<file path="config.mk">
export PLATFORM = sky130hd
export DESIGN_NAME = logic_unit_pipe
export DESIGN_NICKNAME = d
export VERILOG_FILES = /design/src/rtl/logic_unit_pipe.sv
export SDC_FILE = /design/constraint.sdc
export NUM_CORES = 1
export LEC_CHECK = 0
export BUFFER_PORTS_ARGS = -buffer_cell sky130_fd_sc_hd__buf_2
export CORE_UTILIZATION = 62
export CTS_BUF_LIST = sky130_fd_sc_hd__clkbuf_8
export CTS_CLUSTER_DIAMETER = 60
export DETAILED_ROUTE_END_ITERATION = 16
export GPL_ROUTABILITY_DRIVEN = 0
export PLACE_DENSITY_LB_ADDON = 0.1
export RECOVER_POWER = 100
export SKIP_CTS_REPAIR_TIMING = 1
export SLEW_MARGIN = 20
export SYNTH_ARGS = -nofsm -noshare
export SYNTH_HDL_FRONTEND = slang
export SYNTH_SLANG_ARGS = --single-unit
export TNS_END_PERCENT = 50
</file>
<file path="constraint.sdc">
create_clock -name clk_in -period 4.98 [get_ports clk_in]
set_input_delay 0.498 -clock clk_in [delete_from_list [all_inputs] [get_ports clk_in]]
set_output_delay 0.498 -clock clk_in [all_outputs]
set_load 0.1 [all_outputs]
</file>
<file path="src/rtl/logic_unit_pipe.sv">
// Registered bitwise logic unit: eight selectable operations on two WIDTH-bit
// operands, results queued in a DEPTH-entry FIFO behind valid/ready handshakes.
module logic_unit_pipe #(
    parameter int unsigned WIDTH = 8,
    parameter int unsigned DEPTH = 2,
    parameter int unsigned CNT_W = 16
) (
    input  logic             clk_in,
    input  logic             rst_n_in,
    input  logic [WIDTH-1:0] a_in,
    input  logic [WIDTH-1:0] b_in,
    input  logic [2:0]       op_in,
    input  logic             in_valid_in,
    output logic             in_ready_out,
    output logic [WIDTH-1:0] y_out,
    output logic             zero_out,
    output logic             ones_out,
    output logic             out_valid_out,
    input  logic             out_ready_in,
    output logic [CNT_W-1:0] count_out
);

    localparam int unsigned PTR_W = $clog2(DEPTH);
    localparam int unsigned OCC_W = $clog2(DEPTH + 1);
    localparam logic [OCC_W-1:0] FULL_OCC = OCC_W'(DEPTH);

    typedef enum logic [2:0] {
        OP_AND  = 3'b000,
        OP_NAND = 3'b001,
        OP_OR   = 3'b010,
        OP_NOR  = 3'b011,
        OP_XOR  = 3'b100,
        OP_XNOR = 3'b101,
        OP_NOTA = 3'b110,
        OP_PASA = 3'b111
    } op_t;

    typedef struct packed {
        logic [WIDTH-1:0] y;
        logic             zero;
        logic             ones;
    } entry_t;

    entry_t           mem_q [DEPTH];
    entry_t           mem_d [DEPTH];
    logic [PTR_W-1:0] wr_ptr_q, wr_ptr_d;
    logic [PTR_W-1:0] rd_ptr_q, rd_ptr_d;
    logic [OCC_W-1:0] occ_q, occ_d;
    logic [CNT_W-1:0] cnt_q, cnt_d;

    logic [WIDTH-1:0] result;
    entry_t           head;
    logic             push;
    logic             pop;

    always_comb begin
        result = '0;
        case (op_t'(op_in))
            OP_AND:  result = a_in & b_in;
            OP_NAND: result = ~(a_in & b_in);
            OP_OR:   result = a_in | b_in;
            OP_NOR:  result = ~(a_in | b_in);
            OP_XOR:  result = a_in ^ b_in;
            OP_XNOR: result = ~(a_in ^ b_in);
            OP_NOTA: result = ~a_in;
            OP_PASA: result = a_in;
            default: result = '0;
        endcase
    end

    // Ready looks only at registered occupancy, so a pop on a full queue
    // cannot admit a push in the same cycle.
    assign in_ready_out  = (occ_q < FULL_OCC);
    assign out_valid_out = (occ_q != '0);
    assign push          = in_valid_in & in_ready_out;
    assign pop           = out_valid_out & out_ready_in;

    assign head      = mem_q[rd_ptr_q];
    assign y_out     = out_valid_out ? head.y    : '0;
    assign zero_out  = out_valid_out ? head.zero : 1'b0;
    assign ones_out  = out_valid_out ? head.ones : 1'b0;
    assign count_out = cnt_q;

    always_comb begin
        mem_d    = mem_q;
        wr_ptr_d = wr_ptr_q;
        rd_ptr_d = rd_ptr_q;
        occ_d    = occ_q;
        cnt_d    = cnt_q;
        if (push) begin
            mem_d[wr_ptr_q] = '{y: result, zero: ~|result, ones: &result};
            wr_ptr_d        = wr_ptr_q + 1'b1;
            cnt_d           = cnt_q + 1'b1;
        end
        if (pop) begin
            rd_ptr_d = rd_ptr_q + 1'b1;
        end
        case ({push, pop})
            2'b10:   occ_d = occ_q + 1'b1;
            2'b01:   occ_d = occ_q - 1'b1;
            default: occ_d = occ_q;
        endcase
    end

    always_ff @(posedge clk_in or negedge rst_n_in) begin
        if (!rst_n_in) begin
            for (int unsigned i = 0; i < DEPTH; i++) begin
                mem_q[i] <= '0;
            end
            wr_ptr_q <= '0;
            rd_ptr_q <= '0;
            occ_q    <= '0;
            cnt_q    <= '0;
        end else begin
            for (int unsigned i = 0; i < DEPTH; i++) begin
                mem_q[i] <= mem_d[i];
            end
            wr_ptr_q <= wr_ptr_d;
            rd_ptr_q <= rd_ptr_d;
            occ_q    <= occ_d;
            cnt_q    <= cnt_d;
        end
    end

endmodule

</file>
* After elaboration in Yosys (flattened, before gate mapping)
Index checks and enable logic that the tools add are counted.
** Word-level totals
- Output and inout bits :: 28
- Register bits after elaboration :: 40
- Word-level logic and storage cells :: 57
** Cells by class
- Muxes and demuxes :: 11
- Bitwise operators :: 11
- Reductions and logical operators :: 7
- Order comparisons :: 4
- Add/sub/neg operators :: 5
- Equality and inequality tests :: 9
** Operators by type and width (count)
- $pmux 8 s8 :: 1
- $mux 10 :: 4
- $not 8->8 :: 4
- $bwmux 20 :: 1
- $add 16x1->16 const B :: 1
- $eq 3x3->1 const B :: 4
- $demux 10 s1 :: 1
- $and 8x8->8 :: 1
- $mux 8 :: 1
- $or 8x8->8 :: 1
- $reduce_and 8->1 :: 1
- $reduce_or 8->1 :: 1
- $xor 8x8->8 :: 1
- $eq 3x2->1 const B :: 2
- $ge 2x2->1 const B :: 2
- $not 1->2 :: 2
- $pmux 2 s2 :: 1
- $reduce_bool 2->1 :: 2
- $eq 3x1->1 const B :: 1
- $logic_not 3->1 :: 1
- $add 1x1->1 const B :: 2
- $add 2x1->2 const B :: 1
- $and 1x1->1 :: 2
- $eq 2x1->1 const B :: 1
- 7 further kinds :: 8

* Logic depth before layout (Yosys ltp)
Gate-level depths: netlist (run 1).
- Depth after elaboration :: 6
- Depth in mapped cells :: 9
- Mapped depth without buffers :: 8

* Worst setup path before layout (run 1)
Ideal clock, no wire load.
- Kind :: register -> output
- Start :: reg rd_ptr_q
- End :: out ones_out
- Data required time :: 4.482 ns
- Arrival time :: 2.198 ns
- Path slack :: 2.284 ns
- Cell stages (with the launch flop) :: 4
- Cell sequence :: dfrtp_1 > buf_1 > mux2i_1 > nor2_1
** Between the ends
- Cells in the longest elaborated chain, start to end :: 5
** RTL lines
- start, declared :: line 47 : logic [PTR_W-1:0] rd_ptr_q, rd_ptr_d;
- start signal, assigned :: line 119 : rd_ptr_q <= rd_ptr_d;
- $not 1->2 (not written as such) :: line 78 : assign head = mem_q[rd_ptr_q];
- $mux 10 (not written as such) (3 in series) :: line 78
- $mux 1 :: line 81 : assign ones_out = out_valid_out ? head.ones : 1'b0;
- end, declared :: line 17 : output logic ones_out,
Every way passes these cells. The select of a mux whose other input is x is not followed.

* Worst setup path after layout (run 1)
- Start :: in op_in[2]
- End :: reg mem_q[10] in the netlist's numbering
** Between the ends
- Cells in the longest elaborated chain, start to end :: 4
** RTL lines
- start, declared :: line 12 : input logic [2:0] op_in,
- $eq 3x3->1, or another cell as far along :: line 58 : case (op_t'(op_in))
- $pmux 8 s8 * :: line 58
- $reduce_and 8->1 * :: line 91 : mem_d[wr_ptr_q] = '{y: result, zero: ~|result, ones: &result};
- $bwmux 20 * :: line 91
- end signal, assigned by index :: line 116 : mem_q[i] <= mem_d[i];
- end, declared :: line 44 : entry_t mem_q [DEPTH];
Mark *: on every way between the ends. The rest lies on a longest branch, timed or not.
A chain may end at the register's enable or synchronous reset.

==> results of run 1 <==
-- worst max-delay path, cell delays in order --
cell and delay [ps]:
clkbuf_1 1110, mux2_1 410, a211oi_2 220, o32ai_1 150, nor4_1 350, nand3_1 180, o31ai_1 290
-- synthesized netlist by cell type (2+ instances only) --
cell type / count
dfrtp_1: 40
nand2_1: 37
a211oi_2: 2
buf_2: 4
nand2b_1: 2
o21ai_0: 15
nor3_1: 5
xnor2_1: 20
nor2b_1: 5
nand4_1: 6
nor2_1: 27
mux2_4: 3
o32ai_1: 4
a32oi_1: 2
clkbuf_1: 5
nand3_1: 5
a31o_1: 2
and4_1: 2
and2_1: 2
ha_1: 18
a41o_1: 4
mux2i_1: 17
a211oi_1: 2
nor3b_1: 5
xor2_1: 4
inv_1: 22
o22ai_1: 2
buf_6: 3
a21oi_1: 3
-- power groups by stage --
stage / clock network (mW) / logic [mW] / registers, mW
global placement: 0 / 0.939 / 0.516
floorplan: 0 / 0.689 / 0.632
detailed placement: 0 / 0.949 / 0.523
finish: 0.224 / 0.928 / 0.517
CTS: 0.232 / 0.954 / 0.517
global route: 0.243 / 0.988 / 0.530
-- sequential cells by signal, summed over array words and instances, names as in the netlist --
name,flops
count_out,16
mem_q,20
occ_q,2
rd_ptr_q,1
wr_ptr_q,1
-- kinds of logic (layout without fill, tap and decap cells) --
group / count (synthesis) / after routing
fa+ha+maj: 18 / 18
flops: 40 / 40
buf+inv: 37 / 80
simple gates: 100 / 100
xor+xnor: 24 / 24
mux: 21 / 21
compound gates: 45 / 45
-- layout make-up --
cell class | instances | area, sq um
fillers | 335 | 1120
multi-input cells | 208 | 1450
clock buffers | 7 | 96.3
well taps | 50 | 62.6
inverters | 23 | 86.3
repair buffers | 50 | 213
flip-flops and latches | 40 | 1000
-- worst max path at each step --
stage	endpoint	slack [ps]	cells past startpoint
floorplan	ones_out	2280	3
global placement	mem_q[10]$_DFFE_PN0P_	2460	7
detailed placement	mem_q[10]$_DFFE_PN0P_	2380	7
CTS	mem_q[10]$_DFFE_PN0P_	2640	7
global route	mem_q[11]$_DFFE_PN0P_	1780	6
finish	mem_q[10]$_DFFE_PN0P_	1950	7
-- per-stage QoR --
stage | setup slack (ps) | total power, mW | util | std cells | hold WS (ps)
floorplan | 2280 | 1.32 | - | 285 | 202
global placement | 2460 | 1.45 | 0.711 | 371 | 454
detailed placement | 2380 | 1.47 | 0.711 | 371 | 460
CTS | 2640 | 1.70 | 0.735 | 378 | 347
global route | 1780 | 1.76 | 0.721 | 378 | 508
finish | 1950 | 1.67 | 0.721 | 378 | 472
-- layout by cell type (no fill, tap or decap), types with 5 or more instances in the layout --
cell	netlist	final
buf_2	4	20
clkbuf_1	5	30
clkbuf_8	0	7
dfrtp_1	40	40
ha_1	18	18
inv_1	22	22
mux2i_1	17	17
nand2_1	37	37
nand3_1	5	5
nand4_1	6	6
nor2_1	27	27
nor2b_1	5	5
nor3_1	5	6
nor3b_1	5	6
o21ai_0	15	16
xnor2_1	20	20
-- layer usage --
metal  share of wire  track usage  wire length, um
met1            0.47        0.283             2300
met2            0.50        0.416             2450
met3           0.031       0.0456              155
met4          0.0055       0.0638               27
met5               0            0                0
==> impl_metrics.json, run 1 <==
{
  "status": "complete, but fails checks",
  "violations": "capacitance limit, slew limit",
  "crit_required_ps": 5160,
  "cellLeakagePower_nw": 1.41,
  "path_clk_slew_ps": 70,
  "yosysTopAreaCell": "dfrtp_1",
  "grt_pass1_vias": 1838,
  "rrSetupSlack_ps": 2870,
  "power_frac_seq": 0.310,
  "min_path_cells": 1,
  "synth-compound-area-share": 0.125,
  "synth-xor-area-share": 0.0797,
  "finalInstanceArea_sq_um": 2910,
  "rsz0062_at_grt": "false",
  "drv_cap": 2,
  "grtUsageTotal": 0.233,
  "grt_pass1_wl_um": 8000,
  "dieArea_sq_um": 4520,
  "crit_fanout": 38,
  "antenna_found_initial": 0,
  "ys_async_sr_fraction": 1.00,
  "clock.fmax_mhz": 330,
  "cts.sinks": 40,
  "worstPathArrival_ps": 3210,
  "drtIter0Drc": 63,
  "clock_path_buffers": 2,
  "drc": 0,
  "place_area_sq_um": 2870,
  "cp-startpoint": "op_in[2]",
  "io_buffers": 50,
  "synth_area_sq_um": 2640,
  "ys_ff_latch": 40,
  "layout_min_cycle_time_ps": 3030,
  "ant_nets": 0,
  "vdd_drop_max_mv": 0.270,
  "r2r_cells": 4,
  "max_slew_margin": -0.399,
  "yosys.cell_types.count": 46,
  "worst_slew_pin_slew_ps": 2100,
  "dr.pass1.iters": 4,
  "ys_seq_area_frac": 0.380,
  "rows": 23,
  "synth_top_area_frac": 0.380,
  "coreArea_sq_um": 4030,
  "synth_nets": 326,
  "swShare": 0.567,
  "min_from": "count_out[15]$_DFFE_PN0P_",
  "cts_tree": "yes",
  "vias": 2070,
  "start_kind": "primary input",
  "die_h_um": 67.2,
  "wl_per_cell_um": 13.0,
  "post_route_cells_drive_above_1_share": 0.0976,
  "overflow": 0,
  "cts_root_buf": "clkbuf_8",
  "cts_inserted_buffers": 5,
  "wirelength_um": 4930,
  "synthMuxAreaShare": 0.0859,
  "holdPathEnd": "count_out[15]$_DFFE_PN0P_",
  "nets": 369,
  "hold_class": "reg -> reg",
  "ys_warn_count": 0,
  "syn_avg_cell_area_sq_um": 9.25,
  "cp-end-kind": "flip-flop",
  "synth_ff_type": "dfrtp_1",
  "synth_top_family_by_area": "simple AND/OR/NAND/NOR gates",
  "areaGrowthSynthToFinish_pct": 10.2,
  "path_class": "in -> reg",
  "netlist_instances": 285,
  "final_max_slew_viol_count": 80,
  "antennaDiodeCount": 0,
  "fin_skew_ps": 1.99,
  "synthAdderAreaFrac": 0.0854,
  "viasPerCell": 5.48,
  "die_w_um": 67.2,
  "fin_tns_setup_ps": 0,
  "grt_max_degree": 41,
  "rr_endpoint": "mem_q[10]$_DFFE_PN0P_",
  "insertion_delay_ps": 280,
  "final-hold-violation-count": 0,
  "regToRegStartpoint": "occ_q[1]$_DFFE_PN0P_",
  "htreeDepth": 2,
  "initial_core_util": 0.655,
  "period_share": 0.608,
  "synth-simple-area-share": 0.180,
  "internal_power_uw": 723,
  "p_clk_frac": 0.134,
  "io-pin-count": 51,
  "hpwlAfterDp_um": 3510,
  "synth_edf_count": 0,
  "synth_area_leaders": "dfrtp_1 (38%), ha_1 (8.5%), xnor2_1 (6.6%), mux2i_1 (6.5%), nand2_1 (5.3%)",
  "pwr-share-comb": 0.556,
  "p_per_area_nw_per_um2": 574,
  "switchingPower_uw": 946,
  "setup_viol": 0
}
No activity file was read; power rests on OpenSTA's default activity.
==> run 2: changes to the inputs <==
--- a/config.mk
+++ b/config.mk
@@ -6,7 +6,7 @@
 export NUM_CORES = 1
 export LEC_CHECK = 0
 export BUFFER_PORTS_ARGS = -buffer_cell sky130_fd_sc_hd__buf_2
-export CORE_UTILIZATION = 62
+export CORE_UTILIZATION = 52
 export CTS_BUF_LIST = sky130_fd_sc_hd__clkbuf_8
 export CTS_CLUSTER_DIAMETER = 60
 export DETAILED_ROUTE_END_ITERATION = 16
==> constraint.sdc (replaced) <==
create_clock -name clk_in -period 2.69 [get_ports clk_in]
set_input_delay 0.269 -clock clk_in [delete_from_list [all_inputs] [get_ports clk_in]]
set_output_delay 0.269 -clock clk_in [all_outputs]
set_load 0.1 [all_outputs]
==> run 2 against run 1 <==
- the run still ends with capacitance limit, slew limit left
- combinational power rose by 89%
- clock power rose by 120%
- final cell count rose by 5.8%
- critical endpoint is now out_valid_out
==> impl_metrics.json, run 2 (synthesis results as in run 1) <==
{
  "status": "complete, but fails checks",
  "violations": "capacitance limit, slew limit",
  "dieArea_sq_um": 5360,
  "clock.fmax_mhz": 459,
  "max_stage_delay_ps": 850,
  "vias": 2078,
  "drc": 0,
  "path_clk_slew_ps": 70,
  "critPathSlowestCell": "clkbuf_1",
  "final_cell_mix": "dfrtp_1 (40), nand2_1 (37), nor2_1 (27)",
  "cts_tree": "yes",
  "overflow": 0,
  "worst_slew_pin_slew_ps": 2050,
  "fin_skew_ps": 5.06,
  "grt_pass1_wl_um": 8220,
  "antenna_found_initial": 0,
  "nets": 373,
  "hold_class": "in -> reg",
  "crit_chain": "nor2_1, buf_4, inv_1, clkbuf_1",
  "rows": 25,
  "p_per_area_nw_per_um2": 1070,
  "clock_path_buffers": 2,
  "crit_fanout": 7,
  "ant_nets": 0,
  "period_share": 0.810,
  "hpwlAfterDp_um": 3650,
  "viasPerCell": 5.20,
  "vdd_drop_max_mv": 0.912,
  "areaGrowthSynthToFinish_pct": 12.8,
  "dr.pass1.iters": 4,
  "worstPathArrival_ps": 1910,
  "die_w_um": 73.2,
  "top_register": "mem_q",
  "wirelength_um": 4990,
  "final_common_cell": "dfrtp_1",
  "max_slew_margin": -0.368,
  "cts_inserted_buffers": 5,
  "die_h_um": 73.2,
  "coreArea_sq_um": 4820,
  "cellLeakagePower_nw": 1.46,
  "drv_cap": 1,
  "post_route_cells_drive_above_1_share": 0.135,
  "final-hold-violation-count": 0,
  "grt_max_degree": 41,
  "largest_reg_flops": 20,
  "io-pin-count": 51,
  "fin_tns_setup_ps": 0,
  "antennaDiodeCount": 0,
  "rsz0062_at_grt": "false",
  "cts_root_buf": "clkbuf_8",
  "cp-end-kind": "primary output",
  "final_max_slew_viol_count": 41,
  "cts.sinks": 40,
  "start_kind": "flip-flop",
  "htreeDepth": 2,
  "path_class": "reg -> out",
  "layout_min_cycle_time_ps": 2180,
  "grt_pass1_vias": 1904,
  "crit_required_ps": 2420,
  "post-route-util": 0.618,
  "initial_core_util": 0.548,
  "wl_per_cell_um": 12.5,
  "insertion_delay_ps": 290,
  "setup_viol": 0,
  "drtIter0Drc": 90,
  "io_buffers": 50,
  "grtUsageTotal": 0.198
}
==> run 2: cell type report <==
type	instances	area (sq um)
timing repair buffer	54	245
tap	67	83.8
fill	473	1840
clock buffer	5	68.8
clock inverter	3	42.5
multi-input combinational	208	1450
sequential	40	1000
inverter	23	86.3
==> run 2: critical path, delay by kind of cell, from the launching register on <==
kind                   cells  cell delay [ps]
AND/OR/NAND/NOR            1              130
buffers and inverters      3             1090
flip-flops                 1              400
==> run 2: path summary, 6_finish.rpt <==
check,start,end,cells after the start,slack [ps]
worst max-delay path,occ_q[0]$_DFFE_PN0P_,out_valid_out,4,510
worst min-delay path,out_ready_in,rd_ptr_q$_DFFE_PN0N_,3,380
worst max register to register,occ_q[1]$_DFFE_PN0P_,count_out[13]$_DFFE_PN0P_,7,780
worst min register to register,count_out[15]$_DFFE_PN0P_,count_out[15]$_DFFE_PN0P_,1,480
max in group asynchronous,rst_n_in,mem_q[0]$_DFFE_PN0P_,1,960
min in group asynchronous,rst_n_in,count_out[2]$_DFFE_PN0P_,1,560
==> run 2: stage by stage <==
step	total power [mW]	instances	hold WS [ps]	instance area (sq um)	setup WS (ps)
global route	3.37	400	387	2980	345
detailed placement	2.76	392	428	2920	318
global placement	2.74	392	438	2920	382
finish	3.19	400	383	2980	510
CTS	3.24	400	108	3030	590
floorplan	2.45	285	-26.6	2640	223
==> run 2: per-layer routing <==
metal	vias to the layer above	routed length [um]	global-route usage
li1	1076	-	-
met1	956	2530	0.248
met2	42	2240	0.332
met3	4	168	0.0401
met4	0	53	0.0828
met5	-	0	0
==> run 2: power breakdown <==
part | internal, mW | switching [mW]
Clock | 0.274 | 0.208
Sequential | 0.784 | 0.174
Combinational | 0.360 | 1.39
